$ cat src/rtl/bp_tournament.sv
// Tournament branch predictor: gshare and bimodal tables arbitrated by a
// per-PC choice table, with a speculative global history register that is
// repaired from the M-stage snapshot on a misprediction.
module bp_tournament #(
  parameter int         PHT_DEPTH  = 8,
  parameter int         GHR_WIDTH  = 8,
  parameter logic [1:0] INIT_STATE = 2'b01
) (
  input  logic        clk,
  input  logic        rst,
  input  logic [31:0] pcF,
  input  logic        branchD,
  input  logic        branchM,
  input  logic        pcsrcM,
  input  logic        stall,
  input  logic        flushD,
  input  logic        flushE,
  input  logic        flushM,
  output logic        predF,
  output logic        ready,
  output logic        mispredM
);

  localparam int ENTRIES = 1 << PHT_DEPTH;

  typedef enum logic {INIT, RUN} state_t;

  // Everything a branch needs at resolve time to train the tables and to
  // rebuild the history if it turns out to be mispredicted.
  typedef struct packed {
    logic                 valid;
    logic [PHT_DEPTH-1:0] gidx;
    logic [PHT_DEPTH-1:0] bidx;
    logic [GHR_WIDTH-1:0] ghr;
    logic                 gbit;
    logic                 bbit;
    logic                 pred;
  } pipe_t;

  state_t               state;
  state_t               state_next;
  logic [PHT_DEPTH-1:0] cnt;
  logic [PHT_DEPTH-1:0] cnt_next;

  logic [1:0] pht [ENTRIES];
  logic [1:0] bht [ENTRIES];
  logic [1:0] cpt [ENTRIES];

  logic [GHR_WIDTH-1:0] ghr;

  pipe_t pipe_f;
  pipe_t pipe_d;
  pipe_t pipe_e;
  pipe_t pipe_m;

  logic [PHT_DEPTH-1:0] bidx_f;
  logic [PHT_DEPTH-1:0] gidx_f;
  logic                 gbit_f;
  logic                 bbit_f;
  logic                 choose_g;
  logic                 update_m;
  logic                 shift_d;
  logic                 unused_pc;

  // Only the word-aligned index bits of the PC select table entries.
  assign unused_pc = ^{pcF[31:PHT_DEPTH+2], pcF[1:0]};

  assign bidx_f   = pcF[PHT_DEPTH+1:2];
  assign gidx_f   = bidx_f ^ PHT_DEPTH'(ghr);
  assign gbit_f   = pht[gidx_f][1];
  assign bbit_f   = bht[bidx_f][1];
  assign choose_g = cpt[bidx_f][1];

  assign ready = (state == RUN);
  assign predF = ready & (choose_g ? gbit_f : bbit_f);

  assign pipe_f = '{ready, gidx_f, bidx_f, ghr, gbit_f, bbit_f, predF};

  assign update_m = ready & branchM & pipe_m.valid;
  assign mispredM = update_m & (pipe_m.pred ^ pcsrcM);
  assign shift_d  = ready & branchD & pipe_d.valid;

  // Two-bit saturating counter step toward the resolved direction.
  function automatic logic [1:0] sat_step(input logic [1:0] ctr, input logic up);
    if (up) begin
      return (ctr == 2'b11) ? ctr : ctr + 2'd1;
    end
    return (ctr == 2'b00) ? ctr : ctr - 2'd1;
  endfunction

  // Initialisation walks cnt over every table entry, then hands over to RUN.
  always_comb begin
    state_next = state;
    cnt_next   = cnt;
    if (state == INIT) begin
      cnt_next = cnt + 1'b1;
      if (&cnt) begin
        state_next = RUN;
      end
    end
  end

  // FSM state and initialisation counter.
  always_ff @(posedge clk or negedge rst) begin
    if (!rst) begin
      state <= INIT;
      cnt   <= '0;
    end else begin
      state <= state_next;
      cnt   <= cnt_next;
    end
  end

  // Table writes: fill during INIT, train on resolved M-stage branches in RUN.
  // Kept out of reset so the tables can map onto RAM.
  always_ff @(posedge clk) begin
    if (!ready) begin
      pht[cnt] <= INIT_STATE;
      bht[cnt] <= INIT_STATE;
      cpt[cnt] <= INIT_STATE;
    end else if (update_m) begin
      pht[pipe_m.gidx] <= sat_step(pht[pipe_m.gidx], pcsrcM);
      bht[pipe_m.bidx] <= sat_step(bht[pipe_m.bidx], pcsrcM);
      if (pipe_m.gbit != pipe_m.bbit) begin
        cpt[pipe_m.bidx] <= sat_step(cpt[pipe_m.bidx], pipe_m.gbit == pcsrcM);
      end
    end
  end

  // Speculative history: repair from the M snapshot wins over a D-stage shift.
  // The width cast keeps the low GHR_WIDTH bits, which also covers a 1-bit GHR.
  always_ff @(posedge clk or negedge rst) begin
    if (!rst) begin
      ghr <= '0;
    end else if (mispredM) begin
      ghr <= GHR_WIDTH'({pipe_m.ghr, pcsrcM});
    end else if (shift_d) begin
      ghr <= GHR_WIDTH'({ghr, pipe_d.pred});
    end
  end

  // F->D->E->M prediction pipe; stall freezes it, a flush kills the stage it names.
  always_ff @(posedge clk or negedge rst) begin
    if (!rst) begin
      pipe_d <= '0;
      pipe_e <= '0;
      pipe_m <= '0;
    end else begin
      if (!stall) begin
        pipe_d <= pipe_f;
        pipe_e <= pipe_d;
        pipe_m <= pipe_e;
      end
      if (flushD) begin
        pipe_d.valid <= 1'b0;
      end
      if (flushE) begin
        pipe_e.valid <= 1'b0;
      end
      if (flushM) begin
        pipe_m.valid <= 1'b0;
      end
    end
  end

endmodule

$ cat config.mk
export PLATFORM = sky130hd
export DESIGN_NAME = bp_tournament
export DESIGN_NICKNAME = d
export VERILOG_FILES = /design/src/rtl/bp_tournament.sv
export SDC_FILE = /design/constraint.sdc
export NUM_CORES = 2
export LEC_CHECK = 0
export CAP_MARGIN = 20
export CORE_MARGIN = 4
export CORE_UTILIZATION = 35
export DETAILED_ROUTE_END_ITERATION = 16
export GPL_ROUTABILITY_DRIVEN = 0
export PLACE_DENSITY = 0.59
export SYNTH_ARGS = -nofsm -noshare
export SYNTH_HDL_FRONTEND = slang
export SYNTH_SLANG_ARGS = --single-unit
$ cat constraint.sdc
create_clock -name clk -period 19 [get_ports clk]
set_input_delay 2.85 -clock clk [delete_from_list [all_inputs] [get_ports clk]]
set_output_delay 2.85 -clock clk [all_outputs]
set_load 0.03 [all_outputs]
==> metrics.cfg <==
[cells_and_area]
layout_common_cells=1536 x edfxtp_1, 814 x nor2_1, 571 x mux4_2, 234 x a22oi_1, 206 x nand2_1
n_fill_cell=18600
mostFrequentLayoutCell=edfxtp_1
drive_gt1_share_pct=23.7
final_nets=4401
area.sequential_um2=48600
fin_util_pct=39.6
area_growth_pct=12.2
fin_cells=7172
multiInputGateArea_um2=22600
design_area_um2=81200

[synthesis]
async_reset_ff_share_pct=6.00
syn_area_per_cell_um2=16.6
syn-cell-area_um2=72400
ys_ff_latch=1634
synth_flop_cell=edfxtp_1
synth_nets=4406
synthCells=4364
ys_warn_count=0
synth_edf_count=1536
seq_area_frac_synth_pct=67.1
synth.distinct_cells=58

[floorplan]
ios=44
start_util_pct=35.3
die_y_um=463
rows=166
core_area_um2=205000
fp.dieW_um=463
fp.dieArea_um2=214000

[pwr]
p_per_area_nw_per_um2=96.4
p_total_mw=7.83
p_leak_nw=23.8
ir_drop_v=0.0000987

[timing]
setup_slack_ns=8.13
finalCritPeriodShare_pct=57.2
setup_tns_ns=0
max_slew_margin_pct=14.3
fmax_mhz=92.0
grt_setup_unrepaired=false
fin_crit_ns=10.87
maxSlewViolCount=0
clock_skew_ns=0.0550
whs_ns=0.473
finalSetupViolCount=0
finalHoldViolCount=0
max_slew.worst_pin.slew_ns=1.28

[clock_network]
hold_buffers=0
cts_buffers=171
postCtsSetupBuffers=0
clock_path_buffers=3
clk_pin_slew_ns=0.06
clock-root-buffer=clkbuf_16
clock_sinks=1634
clock_latency_ns=0.81
postCtsResizedCells=0
tritoncts=built
htreeDepth=4

[global_route]
grt_pass1_vias=42900
track_usage_pct=18.4
overflow=0
grt_max_degree=257
antenna_found_initial=1
grt_pass1_wl_um=293000

[worst_hold_path]
hold_path_class=reg -> reg

[worst_setup_path]
cp-start-kind=input pin
r2r-start=pipe_m[11]$_DFFE_PN0N_
crit_start=pcF[2]
critPathKind=in -> out
required_ns=16.15
cp-endpoint=predF
critPathCaptureType=output pin
reg2reg_depth=14
r2r_slack_ns=11.83
critPathMaxFanout=39
worstPathArrival_ns=8.02
reg2reg_to=bht[75][1]$_DFFE_PP_

[flow_run]
drv_cap=0

[route]
routed_via_density=5.81
routedWlPerCell_um=28.1
firstDrtPassIters=5
drt_iter0_drc=4813
ant_nets=0
drt_wl_total_um=201000
vias=41600
drc=0

[placed_design]
placed_area_um2=75800
dp_cells=6868
dpl_worst_slack_ns=8.00
portBuffers=19
hpwl_um=117000

[run_status]
outcome=completed

metal layers:
| metal | vias up | GRT usage (%) | routed length [um] |
|---|---|---|---|
| met2 | 1885 | 30.5 | 98700 |
| met1 | 22000 | 24.5 | 79700 |
| met5 | - | 0 | 0 |
| li1 | 17400 | - | - |
| met3 | 367 | 3.68 | 16400 |
| met4 | 0 | 6.04 | 6450 |
critical path, stage by stage:
cell and delay (ns):
buf_8 0.29, buf_4 0.80, buf_4 0.70, mux4_2 0.58
mux2i_1 0.29, nor2_1 0.06, o311ai_0 0.54, o211ai_1 0.26
a2111o_1 0.48, o21ai_0 0.19, a21oi_1 0.18, clkdlybuf4s50_1 0.70
how the worst min path moves through the flow:
stage / depth (start not counted) / startpoint / slack [ns] / endpoint
2_1_floorplan: 2 / pipe_m[3]$_DFFE_PN0N_ / 0.44 / ghr[1]$_DFFE_PN0P_
6_report: 2 / pipe_m[9]$_DFFE_PN0N_ / 0.47 / ghr[7]$_DFFE_PN0P_
5_1_grt: 2 / pipe_m[6]$_DFFE_PN0N_ / 0.50 / ghr[4]$_DFFE_PN0P_
4_1_cts: 2 / pipe_m[5]$_DFFE_PN0N_ / 0.48 / ghr[3]$_DFFE_PN0P_
3_5_place_dp: 2 / pipe_m[5]$_DFFE_PN0N_ / 0.46 / ghr[3]$_DFFE_PN0P_
3_3_place_gp: 2 / pipe_m[4]$_DFFE_PN0N_ / 0.47 / ghr[2]$_DFFE_PN0P_
sequential cells by signal, summed over array words and instances (netlist names):
name and cells:
cnt 8, ghr 8, cpt 512, pht 512
pipe_e 27, pipe_d 27, ready 1, bht 512
pipe_m 27
synthesized netlist by cell type (26+ instances only):
master | count | area, um2
mux2_2 | 86 | 968
o21ai_0 | 62 | 310
buf_1 | 27 | 101
edfxtp_1 | 1536 | 46100
a22oi_1 | 234 | 1760
clkbuf_1 | 237 | 890
nand3_1 | 37 | 185
mux2i_1 | 26 | 260
nor2_1 | 820 | 3080
mux4_2 | 571 | 12900
buf_2 | 59 | 295
a21oi_1 | 130 | 651
nor4_1 | 33 | 206
nand2_1 | 207 | 777
dfrtp_1 | 98 | 2450
layout make-up:
cell class	instances	share of cell area (%)
Clock inverter	82	0.938
Tap cell	2688	4.14
Sequential cell	1634	59.8
Inverter	5	0.0231
Clock buffer	215	5.53
Multi-Input combinational cell	2387	27.8
Antenna cell	1	0.00308
Timing Repair Buffer	160	1.76
kinds of logic after synthesis:
family          after synthesis  share of synthesized area (%)
xor+xnor                     24                          0.290
mux                         683                           19.5
fa+ha+maj                     5                         0.0726
buf+inv                     343                           1.97
compound gates              496                           4.51
simple gates               1179                           6.59
flops                      1634                           67.1
report_power, final:
part / internal (mW) / switching, mW
clock: 1.78 / 1.40
combinational: 0.253 / 0.443
sequential: 3.90 / 0.0554
total: 5.93 / 1.90
No activity file was read; power rests on OpenSTA's default activity.
